===== src/rtl/sos_sequencer_if.sv =====
// Trigger, generator handshake and shared-pin bundle for sos_sequencer.
// The slave modport is the sequencer's view; master is the trigger/generator side.
interface sos_sequencer_if;
  logic Start_Sig;
  logic S_Start_Sig;
  logic S_Done_Sig;
  logic S_Pin_In;
  logic O_Start_Sig;
  logic O_Done_Sig;
  logic O_Pin_In;
  logic Pin_Out;
  logic Busy_Sig;
  logic Done_Sig;
  logic Err_Sig;

  modport master (
    output Start_Sig, S_Done_Sig, S_Pin_In, O_Done_Sig, O_Pin_In,
    input  S_Start_Sig, O_Start_Sig, Pin_Out, Busy_Sig, Done_Sig, Err_Sig
  );

  modport slave (
    input  Start_Sig, S_Done_Sig, S_Pin_In, O_Done_Sig, O_Pin_In,
    output S_Start_Sig, O_Start_Sig, Pin_Out, Busy_Sig, Done_Sig, Err_Sig
  );
endinterface


===== src/rtl/sos_sequencer.sv =====
// Sequences S, O, S symbol generators onto one active-low pin with timed gaps,
// repeating the word REPEAT times. Define SOS_TIMEOUT_EN for the Done watchdog.
module sos_sequencer #(
  parameter logic [15:0] T1MS        = 16'd49_999,
  parameter logic [9:0]  GAP_MS      = 10'd300,
  parameter logic [9:0]  WORD_GAP_MS = 10'd700,
  parameter logic [3:0]  REPEAT      = 4'd3
`ifdef SOS_TIMEOUT_EN
  , parameter logic [11:0] TIMEOUT_MS = 12'd3000
`endif
) (
  input  logic          CLK,
  input  logic          RSTn,
  sos_sequencer_if.slave bus
);

  typedef enum logic [2:0] {
    IDLE     = 3'd0,
    SYM_S1   = 3'd1,
    GAP1     = 3'd2,
    SYM_O    = 3'd3,
    GAP2     = 3'd4,
    SYM_S2   = 3'd5,
    WORD_GAP = 3'd6,
    FINISH   = 3'd7
  } state_t;

  state_t      r_state;
  state_t      w_next_state;
  logic        r_start_prev;
  logic        w_trigger;
  logic [15:0] r_presc;
  logic [9:0]  r_ms;
  logic [9:0]  w_gap_len;
  logic        w_in_gap;
  logic        w_tick;
  logic        w_gap_exit;
  logic [3:0]  r_word_cnt;
  logic [4:0]  w_repeat_eff;
  logic        w_last_word;
  logic        w_timeout;
  logic        w_s_start, w_o_start, w_pin, w_busy, w_done;
  logic        r_s_start, r_o_start, r_pin, r_busy, r_done;

  assign w_trigger    = bus.Start_Sig & ~r_start_prev;
  assign w_repeat_eff = (REPEAT == 4'd0) ? 5'd1 : {1'b0, REPEAT};
  assign w_last_word  = (({1'b0, r_word_cnt} + 5'd1) >= w_repeat_eff);
  assign w_tick       = (r_presc == T1MS);

  always_comb begin
    w_in_gap  = 1'b0;
    w_gap_len = 10'd0;
    case (r_state)
      GAP1, GAP2: begin
        w_in_gap  = 1'b1;
        w_gap_len = GAP_MS;
      end
      WORD_GAP: begin
        w_in_gap  = 1'b1;
        w_gap_len = WORD_GAP_MS;
      end
      default: begin
        w_in_gap  = 1'b0;
        w_gap_len = 10'd0;
      end
    endcase
  end

  // A zero-length gap still occupies its state for a single cycle.
  assign w_gap_exit = (w_gap_len == 10'd0) || (w_tick && (r_ms == (w_gap_len - 10'd1)));

  always_ff @(posedge CLK or negedge RSTn) begin
    if (!RSTn) r_start_prev <= 1'b0;
    else       r_start_prev <= bus.Start_Sig;
  end

  always_ff @(posedge CLK or negedge RSTn) begin
    if (!RSTn) r_state <= IDLE;
    else       r_state <= w_next_state;
  end

  always_comb begin
    w_next_state = r_state;
    case (r_state)
      IDLE:     if (w_trigger) w_next_state = SYM_S1; else w_next_state = IDLE;
      SYM_S1:   if (bus.S_Done_Sig) w_next_state = GAP1;
                else if (w_timeout) w_next_state = FINISH;
                else w_next_state = SYM_S1;
      GAP1:     if (w_gap_exit) w_next_state = SYM_O; else w_next_state = GAP1;
      SYM_O:    if (bus.O_Done_Sig) w_next_state = GAP2;
                else if (w_timeout) w_next_state = FINISH;
                else w_next_state = SYM_O;
      GAP2:     if (w_gap_exit) w_next_state = SYM_S2; else w_next_state = GAP2;
      SYM_S2:   if (bus.S_Done_Sig) w_next_state = WORD_GAP;
                else if (w_timeout) w_next_state = FINISH;
                else w_next_state = SYM_S2;
      WORD_GAP: if (!w_gap_exit) w_next_state = WORD_GAP;
                else if (w_last_word) w_next_state = FINISH;
                else w_next_state = SYM_S1;
      FINISH:   w_next_state = IDLE;
      default:  w_next_state = IDLE;
    endcase
  end

  // Gap timebase restarts from zero whenever a gap state is entered.
  always_ff @(posedge CLK or negedge RSTn) begin
    if (!RSTn) begin
      r_presc <= 16'd0;
      r_ms    <= 10'd0;
    end else if (!w_in_gap || (w_next_state != r_state)) begin
      r_presc <= 16'd0;
      r_ms    <= 10'd0;
    end else if (w_tick) begin
      r_presc <= 16'd0;
      r_ms    <= r_ms + 10'd1;
    end else begin
      r_presc <= r_presc + 16'd1;
    end
  end

  always_ff @(posedge CLK or negedge RSTn) begin
    if (!RSTn)                                  r_word_cnt <= 4'd0;
    else if ((r_state == IDLE) && w_trigger)    r_word_cnt <= 4'd0;
    else if ((r_state == WORD_GAP) && w_gap_exit) r_word_cnt <= r_word_cnt + 4'd1;
    else                                        r_word_cnt <= r_word_cnt;
  end

  // Handshake outputs follow the state being entered; the pin is the selected
  // generator's pin delayed by one register stage.
  always_comb begin
    w_s_start = (w_next_state == SYM_S1) || (w_next_state == SYM_S2);
    w_o_start = (w_next_state == SYM_O);
    w_busy    = (w_next_state != IDLE);
    w_done    = (w_next_state == FINISH);
    case (r_state)
      SYM_S1, SYM_S2: w_pin = bus.S_Pin_In;
      SYM_O:          w_pin = bus.O_Pin_In;
      default:        w_pin = 1'b1;
    endcase
  end

  always_ff @(posedge CLK or negedge RSTn) begin
    if (!RSTn) begin
      r_s_start <= 1'b0;
      r_o_start <= 1'b0;
      r_pin     <= 1'b1;
      r_busy    <= 1'b0;
      r_done    <= 1'b0;
    end else begin
      r_s_start <= w_s_start;
      r_o_start <= w_o_start;
      r_pin     <= w_pin;
      r_busy    <= w_busy;
      r_done    <= w_done;
    end
  end

  assign bus.S_Start_Sig = r_s_start;
  assign bus.O_Start_Sig = r_o_start;
  assign bus.Pin_Out     = r_pin;
  assign bus.Busy_Sig    = r_busy;
  assign bus.Done_Sig    = r_done;

`ifdef SOS_TIMEOUT_EN
  logic [15:0] r_wd_presc;
  logic [11:0] r_wd_ms;
  logic        w_in_sym;
  logic        w_wd_tick;
  logic        r_err;

  assign w_in_sym  = (r_state == SYM_S1) || (r_state == SYM_O) || (r_state == SYM_S2);
  assign w_wd_tick = (r_wd_presc == T1MS);
  assign w_timeout = w_in_sym && w_wd_tick && (r_wd_ms == (TIMEOUT_MS - 12'd1));

  always_ff @(posedge CLK or negedge RSTn) begin
    if (!RSTn) begin
      r_wd_presc <= 16'd0;
      r_wd_ms    <= 12'd0;
    end else if (!w_in_sym || (w_next_state != r_state)) begin
      r_wd_presc <= 16'd0;
      r_wd_ms    <= 12'd0;
    end else if (w_wd_tick) begin
      r_wd_presc <= 16'd0;
      r_wd_ms    <= r_wd_ms + 12'd1;
    end else begin
      r_wd_presc <= r_wd_presc + 16'd1;
    end
  end

  always_ff @(posedge CLK or negedge RSTn) begin
    if (!RSTn)                                  r_err <= 1'b0;
    else if ((r_state == IDLE) && w_trigger)    r_err <= 1'b0;
    else if (w_in_sym && (w_next_state == FINISH)) r_err <= 1'b1;
    else                                        r_err <= r_err;
  end

  assign bus.Err_Sig = r_err;
`else
  assign w_timeout   = 1'b0;
  assign bus.Err_Sig = 1'b0;
`endif

endmodule


===== src/flat_wrapper.sv =====
// flat-port wrapper written by rule: the top's interface ports become plain ports
module sos_sequencer_flat 
#(
  parameter logic [15:0] T1MS        = 16'd49_999,
  parameter logic [9:0]  GAP_MS      = 10'd300,
  parameter logic [9:0]  WORD_GAP_MS = 10'd700,
  parameter logic [3:0]  REPEAT      = 4'd3

)
  (CLK, RSTn, bus_Start_Sig, bus_S_Done_Sig, bus_S_Pin_In, bus_O_Done_Sig, bus_O_Pin_In, bus_S_Start_Sig, bus_O_Start_Sig, bus_Pin_Out, bus_Busy_Sig, bus_Done_Sig, bus_Err_Sig);
  sos_sequencer_if bus_i ();
  input  logic CLK;
  input  logic RSTn;
  input wire logic [$bits(bus_i.Start_Sig)-1:0] bus_Start_Sig;
  input wire logic [$bits(bus_i.S_Done_Sig)-1:0] bus_S_Done_Sig;
  input wire logic [$bits(bus_i.S_Pin_In)-1:0] bus_S_Pin_In;
  input wire logic [$bits(bus_i.O_Done_Sig)-1:0] bus_O_Done_Sig;
  input wire logic [$bits(bus_i.O_Pin_In)-1:0] bus_O_Pin_In;
  output wire logic [$bits(bus_i.S_Start_Sig)-1:0] bus_S_Start_Sig;
  output wire logic [$bits(bus_i.O_Start_Sig)-1:0] bus_O_Start_Sig;
  output wire logic [$bits(bus_i.Pin_Out)-1:0] bus_Pin_Out;
  output wire logic [$bits(bus_i.Busy_Sig)-1:0] bus_Busy_Sig;
  output wire logic [$bits(bus_i.Done_Sig)-1:0] bus_Done_Sig;
  output wire logic [$bits(bus_i.Err_Sig)-1:0] bus_Err_Sig;
  assign bus_i.Start_Sig = bus_Start_Sig;
  assign bus_i.S_Done_Sig = bus_S_Done_Sig;
  assign bus_i.S_Pin_In = bus_S_Pin_In;
  assign bus_i.O_Done_Sig = bus_O_Done_Sig;
  assign bus_i.O_Pin_In = bus_O_Pin_In;
  assign bus_S_Start_Sig = bus_i.S_Start_Sig;
  assign bus_O_Start_Sig = bus_i.O_Start_Sig;
  assign bus_Pin_Out = bus_i.Pin_Out;
  assign bus_Busy_Sig = bus_i.Busy_Sig;
  assign bus_Done_Sig = bus_i.Done_Sig;
  assign bus_Err_Sig = bus_i.Err_Sig;
  sos_sequencer #(.T1MS(T1MS), .GAP_MS(GAP_MS), .WORD_GAP_MS(WORD_GAP_MS), .REPEAT(REPEAT)) u_core (.CLK(CLK), .RSTn(RSTn), .bus(bus_i));
endmodule

===== config.mk =====
export PLATFORM = sky130hd
export DESIGN_NAME = sos_sequencer_flat
export DESIGN_NICKNAME = d
export VERILOG_FILES = /design/src/rtl/sos_sequencer_if.sv /design/src/rtl/sos_sequencer.sv /design/src/flat_wrapper.sv
export SDC_FILE = /design/constraint.sdc
export NUM_CORES = 1
export LEC_CHECK = 0
export CAP_MARGIN = 40
export CORE_MARGIN = 1
export CORE_UTILIZATION = 50
export DETAILED_ROUTE_END_ITERATION = 16
export GPL_ROUTABILITY_DRIVEN = 0
export PLACE_DENSITY = 0.71
export SETUP_SLACK_MARGIN = 0.15
export SYNTH_ARGS = -nofsm -noshare
export SYNTH_HDL_FRONTEND = slang
export SYNTH_SLANG_ARGS = --single-unit

===== constraint.sdc =====
create_clock -name CLK -period 2.8 [get_ports CLK]
set_input_delay 0.56 -clock CLK [delete_from_list [all_inputs] [get_ports CLK]]
set_output_delay 0.56 -clock CLK [all_outputs]
set_load 0.01 [all_outputs]

==> results of run 1 <==
-- cells in the final DEF (no fill, tap or decap), types with 3 or more instances in the layout --
cell and count:
a21oi_1 9, and3_1 8, clkbuf_8 7, clkdlybuf4s50_1 10, dfrtp_1 38, ha_1 4, inv_1 5, nand2_1 16
nand3_1 13, nand4_1 7, nor2_1 32, nor3_1 3, o21ai_0 10, or3_1 10, xnor2_1 11, xor2_1 11
-- how the worst min path moves through the flow --
stage                               endpoint
2_1_floorplan  u_core.bus.Busy_Sig$_DFF_PN0_
3_3_place_gp     u_core.r_presc[0]$_DFF_PN0_
3_5_place_dp     u_core.r_presc[0]$_DFF_PN0_
4_1_cts         u_core.r_presc[10]$_DFF_PN0_
5_1_grt         u_core.r_presc[12]$_DFF_PN0_
6_report        u_core.r_presc[10]$_DFF_PN0_
-- per-stage QoR --
stage / hold WS [ps] / worst slack (ps)
floorplan: 264 / 554
global placement: 450 / 482
detailed placement: 467 / 420
CTS: 408 / 411
global route: 445 / 277
finish: 369 / 415
-- sequential cells by signal, summed over array words and instances, names as in the netlist --
register                count
u_core.bus.Busy_Sig         1
u_core.r_ms                10
u_core.bus.O_Start_Sig      1
u_core.bus.Done_Sig         1
u_core.r_state              3
u_core.r_start_prev         1
u_core.r_presc             16
u_core.bus.S_Start_Sig      1
u_core.bus.Pin_Out          1
u_core.r_word_cnt           4
-- layout make-up --
| class | count | area [um^2] | area share [%] |
|---|---|---|---|
| Sequential cell | 39 | 977 | 43.9 |
| Multi-Input combinational cell | 160 | 958 | 43.0 |
| Timing Repair Buffer | 12 | 113 | 5.06 |
| Clock buffer | 8 | 100 | 4.49 |
| Tap cell | 48 | 60.1 | 2.70 |
| Inverter | 5 | 18.8 | 0.843 |
-- where the power goes --
group | switching [uW] | internal (uW)
Combinational | 147 | 143
Sequential | 89.1 | 640
Clock | 188 | 225
Total | 424 | 1010
-- per-layer routing --
metal	vias up	GRT usage, %	share of wire [%]
li1	758	-	-
met1	745	25.5	47
met2	30	31.8	47
met3	5	6.34	4.2
met4	0	9.51	1.7
met5	-	0	0
-- cells by family (layout without fill, tap and decap cells) --
group,after synthesis,count (layout)
compound gates,28,28
xor+xnor,22,22
fa+ha+maj,4,4
buf+inv,13,25
flops,39,39
mux,2,2
other cells,1,1
simple gates,103,103
-- critical path, delay by kind of cell, from the launching register on --
family             cells  cell delay [ps]
and+or+nand+nor        4             1420
DFF                    1              420
AOI/OAI and AO/OA      2              420
==> results.md, run 1 <==
| Group | Quantity | This run |
| --- | --- | --- |
| outcome | Status | finished clean |
| cts | Maximum count of clock buffers along a single path | 2 |
| global route | Via count of the first global-routing pass | 1455 |
| synthesis | Compound-cell area share of the yosys netlist | 8.43% |
| die | Effective utilization at floorplan | 53.1% |
| cts | Clock edge transition at the registers on the reported setup and hold paths | 80 ps |
| global route | Global-route usage over all layers | 20.3% |
| die | Number of core rows | 22 |
| synthesis | Number of distinct library cells after synthesis | 36 |
| detailed routing | Final wirelength | 3.67 mm |
| power | Static leakage | 0.000988 uW |
| final layout | Post-layout instance area | 0.00223 mm^2 |
| timing | Worst slew margin | 43.4% |
| synthesis | Synthesis-stage register bit count | 39 |
| synthesis | Leading post-synthesis cells by cell area | dfrtp_1 48%, nor2_1 6.0%, xnor2_1 4.8%, xor2_1 4.8%, nand3_1 3.3% |
| timing | Setup violations, final | 0 |
| die | I/O pin count | 13 |
| worst setup path | Critical Path Fanout Max | 5 |
| placement | DP Wirelength | 2.58 mm |
| detailed routing | Average via count per standard cell | 5.65 |
| worst setup path | Critical path launch point type | register |
| worst setup path | Timing endpoint of the critical path | u_core.bus.Busy_Sig$_DFF_PN0_ |
| timing | Setup_tns | 0 ps |
| worst setup path | CP Data Required Time | 2970 ps |
| worst setup path | Crit path launch | u_core.r_ms[4]$_DFFE_PN0P_ |
| synthesis | Post-Syn Nets | 223 |
| final layout | Count of non-filler cells in the finished layout | 272 |
| worst setup path | Slack of the worst reg-to-reg path | 410 ps |
| detailed routing | # DRC | 0 |
| synthesis | Dominant combinational cell family by area after synthesis | simple AND/OR/NAND/NOR gates |
| synthesis | YS warnings | 0 |
| final layout | Number of fill cells | 346 |
| timing | Fmax | 0.419 GHz |
| worst setup path | Setup crit end kind | register |
| synthesis | Yosys top cell by area | dfrtp_1 |
| final layout | Diodes inserted | 0 |
| final layout | Final layout net count | 234 |
| timing | Worst slew pin tran | 849 ps |
| timing | Time the final worst path needs with I/O delays and setup | 2390 ps |
| synthesis | Average size of a mapped cell | 9.38 um^2 |
| synthesis | Most common cell in the netlist | dfrtp_1 |
| die | Total core area | 0.00374 mm^2 |
| timing | Max-slew violation count | 0 |
| synthesis | Top cells by instance count after synthesis | 38 x dfrtp_1, 32 x nor2_1, 16 x nand2_1, 13 x nand3_1 |
| synthesis | Area share of fa/ha/maj cells after synthesis | 2.52% |
| detailed routing | Drt initial violations | 115 |
| die | Vertical die dimension | 65.1 um |
| global route | Maximum number of pins on one net before global-route repair | 40 |
| synthesis | Combined area of all synthesized cells | 0.00199 mm^2 |
| power | Worst IR drop on VDD | 0.000356 V |
| synthesis | EDFF count, synth | 0 |
| detailed routing | Detail-routed net length per standard cell | 13.5 um |
| placement | Count of input and output buffers | 11 |
| detailed routing | 1st-pass router iterations | 4 |
| cts | Number of setup buffers added after CTS | 0 |
| timing | Unrepaired setup endpoints after global routing | false |
| final layout | Final core occ | 59.5% |
| synthesis | Predominant post-synthesis flop cell | dfrtp_1 |
| die | Die X-Extent | 65.1 um |
| timing | Final cycle utilization of the critical path | 85.2% |
| synthesis | Post-synthesis async set-or-reset flop share | 100% |
| synthesis | Mux contribution to synthesized area | 1.01% |
| worst setup path | List of cells traversed by the critical path | or3_1, or3_1, a211oi_2, a31oi_1, or3_1, or3_1 |
| flow run | Max Cap Viol | 0 |
| power | Post-layout power | 1430 uW |
| timing | Final worst clock skew | 7.90 ps |
| synthesis | Synthesized-area fraction occupied by xor and xnor cells | 9.69% |
| die | Die area | 0.00423 mm^2 |
| synthesis | Simple-gate share of the synthesized area | 26.4% |
| placement | Total placed cells including tap cells | 264 |
| global route | First-pass GRT wire length | 6.38 mm |
| synthesis | Fraction of post-synthesis cell area in the top cell type by area | 47.8% |
| synthesis | Count of mapped cells out of synthesis | 212 |
| worst setup path | Arrival time worst endpoint | 2560 ps |
| cts | Clock tree from TritonCTS | built |
| worst setup path | Slowest-stage cell, CP | dfrtp_1 |
| global route | Global route overflow | 0 |
| cts | Sinks on Clock Net | 39 |
| placement | Placed cell areas | 0.00213 mm^2 |
| worst setup path | Most frequent cell on the critical path | or3_1 |
| worst setup path | Longest individual stage delay on the worst path | 420 ps |
| timing | Final Hold Vio Count | 0 |
| final layout | Area grow syn2layout | 11.9% |
| cts | CTS H-tree lvls | 2 |
| worst setup path | Endpoint of the lowest-slack register-to-register path | u_core.bus.Busy_Sig$_DFF_PN0_ |
| final layout | Fraction of final layout cells with drive strength greater than 1 | 5.80% |
| synthesis | Part of the Yosys area used for sequential elements | 49.1% |
| power | P per Cell Area | 643 mW/mm^2 |
| cts | Count of hold buffers inserted by post-cts repair | 0 |
| detailed routing | Antenna violation net count after detailed routing | 0 |
| cts | CTS-repair resized insts | 0 |
| cts | Root Buffer | clkbuf_8 |
| worst setup path | Start-to-end type of the worst setup path | reg -> reg |
| global route | Number of antenna violations at the first check in global routing | 0 |
| worst hold path | Path category of the worst min-delay check | in -> async |
| cts | Number of buffers created by CTS | 5 |
| worst setup path | Crit Reg-Reg Startpoint | u_core.r_ms[4]$_DFFE_PN0P_ |
| detailed routing | Count of vias placed by the detailed router | 1538 |
| worst setup path | Logic depth of the worst register-to-register path | 6 |
| cts | Skew-Pair Late Insertion Delay | 290 ps |
(Power assumes the default switching activity.)
==> inputs of run 2 (changes only) <==
--- a/config.mk
+++ b/config.mk
@@ -6,11 +6,10 @@
 export NUM_CORES = 1
 export LEC_CHECK = 0
 export CAP_MARGIN = 40
-export CORE_MARGIN = 1
-export CORE_UTILIZATION = 50
+export CORE_UTILIZATION = 30
 export DETAILED_ROUTE_END_ITERATION = 16
 export GPL_ROUTABILITY_DRIVEN = 0
-export PLACE_DENSITY = 0.71
+export PLACE_DENSITY = 0.48
 export SETUP_SLACK_MARGIN = 0.15
 export SYNTH_ARGS = -nofsm -noshare
 export SYNTH_HDL_FRONTEND = slang
==> results.md, run 2 (synthesis gave the netlist of run 1 again) <==
| Group | Quantity | This run | Change |
| --- | --- | --- | --- |
| outcome | Status | finished clean |  |
| timing | Final setup slack of the worst path | 437 ps | +22.3 ps |
| timing | Time the final worst path needs with I/O delays and setup | 2360 ps | -22.3 ps |
| power | Share of total power in the clock network | 32.3% | +3.4 points |
| timing | Final cycle utilization of the critical path | 84.4% | -0.80 points |
| worst setup path | Critical path launch point type | register |  |
| power | Switching Power | 430 uW | +1.2% |
| worst setup path | Crit Reg-Reg Startpoint | u_core.r_ms[4]$_DFFE_PN0P_ |  |
| final layout | Final layout net count | 235 | +0.43% |
| cts | Number of buffers created by CTS | 5 | unchanged |
| timing | Worst slew pin tran | 513 ps | -336 ps |
| cts | CTS H-tree lvls | 2 | unchanged |
| timing | Setup_tns | 0 ps | unchanged |
| timing | Unrepaired setup endpoints after global routing | false |  |
| worst setup path | Logic depth of the worst register-to-register path | 6 | unchanged |
| worst setup path | Start-to-end type of the worst setup path | reg -> reg |  |
| detailed routing | Detail-routed net length per standard cell | 12.4 um | -8.6% |
| worst setup path | Arrival time worst endpoint | 2540 ps | -20 ps |
| detailed routing | 1st-pass router iterations | 4 | unchanged |
| placement | Total placed cells including tap cells | 294 | +11% |
| die | Total core area | 0.00639 mm^2 | +71% |
| global route | First-pass GRT wire length | 6.62 mm | +3.9% |
| placement | Placed cell areas | 0.00219 mm^2 | +3.0% |
| cts | Count of hold buffers inserted by post-cts repair | 0 | unchanged |
| cts | CTS-repair resized insts | 0 | unchanged |
| timing | Setup violations, final | 0 | unchanged |
| global route | Via count of the first global-routing pass | 1429 | -1.8% |
| cts | Clock tree from TritonCTS | built |  |
| power | Static leakage | 0.00101 uW | +2.3% |
| final layout | Post-layout instance area | 0.00231 mm^2 | +3.7% |
| die | Number of core rows | 29 | +32% |
| global route | Maximum number of pins on one net before global-route repair | 22 | -45% |
| die | Vertical die dimension | 83.4 um | +28% |
| global route | Number of antenna violations at the first check in global routing | 0 | unchanged |
| timing | Final Hold Vio Count | 0 | unchanged |
| detailed routing | # DRC | 0 | unchanged |
| final layout | Highest-count cells in the layout ignoring fill and taps | 38 x dfrtp_1, 32 x nor2_1, 16 x nand2_1 |  |
| global route | Global route overflow | 0 | unchanged |
| die | Die X-Extent | 83.4 um | +28% |
| power | Sequential group share of total power | 48.1% | -2.8 points |
| detailed routing | Average via count per standard cell | 4.93 | -13% |
| die | Effective utilization at floorplan | 31.2% | -22 points |
| detailed routing | Final wirelength | 3.73 mm | +1.5% |
| die | I/O pin count | 13 | unchanged |
| cts | Number of setup buffers added after CTS | 0 | unchanged |
| power | Internal power | 1070 uW | +6.6% |
| cts | Skew-Pair Late Insertion Delay | 290 ps | about the same |
| final layout | Diodes inserted | 0 | unchanged |
| die | Die area | 0.00696 mm^2 | +64% |
| placement | Post-Place Setup Slack | 440 ps | +20.6 ps |
| final layout | Final core occ | 36.1% | -23 points |
| placement | Count of input and output buffers | 11 | unchanged |
| final layout | Register with the most flip-flops | u_core.r_presc |  |
| timing | Fmax | 0.423 GHz | +0.94% |
| cts | Root Buffer | clkbuf_8 |  |
| worst hold path | Path category of the worst min-delay check | in -> async |  |
| flow run | Max Cap Viol | 0 | unchanged |
| cts | Sinks on Clock Net | 39 | unchanged |
| timing | Max-slew violation count | 0 | unchanged |
| detailed routing | Antenna violation net count after detailed routing | 0 | unchanged |
| cts | Maximum count of clock buffers along a single path | 2 | unchanged |
| worst setup path | Crit path launch | u_core.r_ms[4]$_DFFE_PN0P_ |  |
| power | Part of the power in combinational logic | 19.6% | -0.6 points |
| detailed routing | Drt initial violations | 76 | -34% |
| worst setup path | Setup crit end kind | register |  |
| detailed routing | Count of vias placed by the detailed router | 1490 | -3.1% |
| final layout | Count of non-filler cells in the finished layout | 302 | +11% |
| worst setup path | Critical Path Fanout Max | 5 | unchanged |
| timing | Worst slew margin | 65.8% | +22 points |
| power | Worst IR drop on VDD | 0.000327 V | -8.1% |
| final layout | Largest registers | u_core.r_presc (16), u_core.r_ms (10), u_core.r_word_cnt (4) |  |
| final layout | Number of flip-flops in the largest register | 16 | unchanged |
| cts | Clock edge transition at the registers on the reported setup and hold paths | 80 ps | about the same |
| worst setup path | CP Data Required Time | 2970 ps | about the same |
| placement | DP Wirelength | 2.64 mm | +2.4% |
| final layout | Leading cell type in the layout, fill and taps excluded | dfrtp_1 |  |
| worst setup path | Endpoint of the lowest-slack register-to-register path | u_core.bus.Busy_Sig$_DFF_PN0_ |  |
| final layout | Fraction of final layout cells with drive strength greater than 1 | 6.67% | +0.86 points |
| worst setup path | Slack of the worst reg-to-reg path | 440 ps | +20 ps |
| global route | Global-route usage over all layers | 11.8% | -8.5 points |
| final layout | Area grow syn2layout | 16.0% |  |
| power | P per Cell Area | 651 mW/mm^2 | +1.3% |
| timing | Final worst clock skew | 7.75 ps | -0.158 ps |
| power | Switching power as a share of total power | 28.6% | -1.1 points |
run 2: power by group through the flow:
stage	Clock [uW]	Combinational [uW]	Sequential (uW)
after floorplan	0	229	711
after global placement	0	286	736
after detailed placement	0	294	734
after CTS	508	298	723
after global routing	536	346	740
final	485	294	723
run 2: critical path, stage by stage (launching register included):
cell      delay, ps
dfrtp_1         430
or3_1           370
or3_1           340
a211oi_2        280
a31oi_1         120
or3_1           350
or3_1           350
run 2: per-layer routing:
layer	GRT usage [%]	part of all wire (%)	vias to the layer above
met5	0	0	-
met4	4.78	1.7	0
met3	2.88	2.3	6
met2	18.1	45	14
met1	16.0	51	715
li1	-	-	755
run 2: worst max path at each step:
stage | to | slack (ps) | depth (start not counted)
3_5_place_dp | u_core.bus.Busy_Sig$_DFF_PN0_ | 440 | 6
2_1_floorplan | u_core.bus.Busy_Sig$_DFF_PN0_ | 550 | 6
4_1_cts | u_core.bus.Busy_Sig$_DFF_PN0_ | 430 | 6
5_1_grt | u_core.bus.Busy_Sig$_DFF_PN0_ | 300 | 6
3_3_place_gp | u_core.bus.Busy_Sig$_DFF_PN0_ | 450 | 6
6_report | u_core.bus.Busy_Sig$_DFF_PN0_ | 440 | 6
run 2: area by class of cell:
cell class,instances,area (um^2)
inverters,5,18.8
clock buffers,6,82.6
fillers,634,4080
flip-flops and latches,39,977
repair buffers,13,140
multi-input cells,160,958
clock inverters,2,35.0
well taps,77,96.3
run 2: per-stage QoR:
step	total power (uW)	hold WS (ps)
final	1500	233
after global placement	1020	454
after global routing	1620	263
after detailed placement	1030	451
after CTS	1530	241
after floorplan	940	264
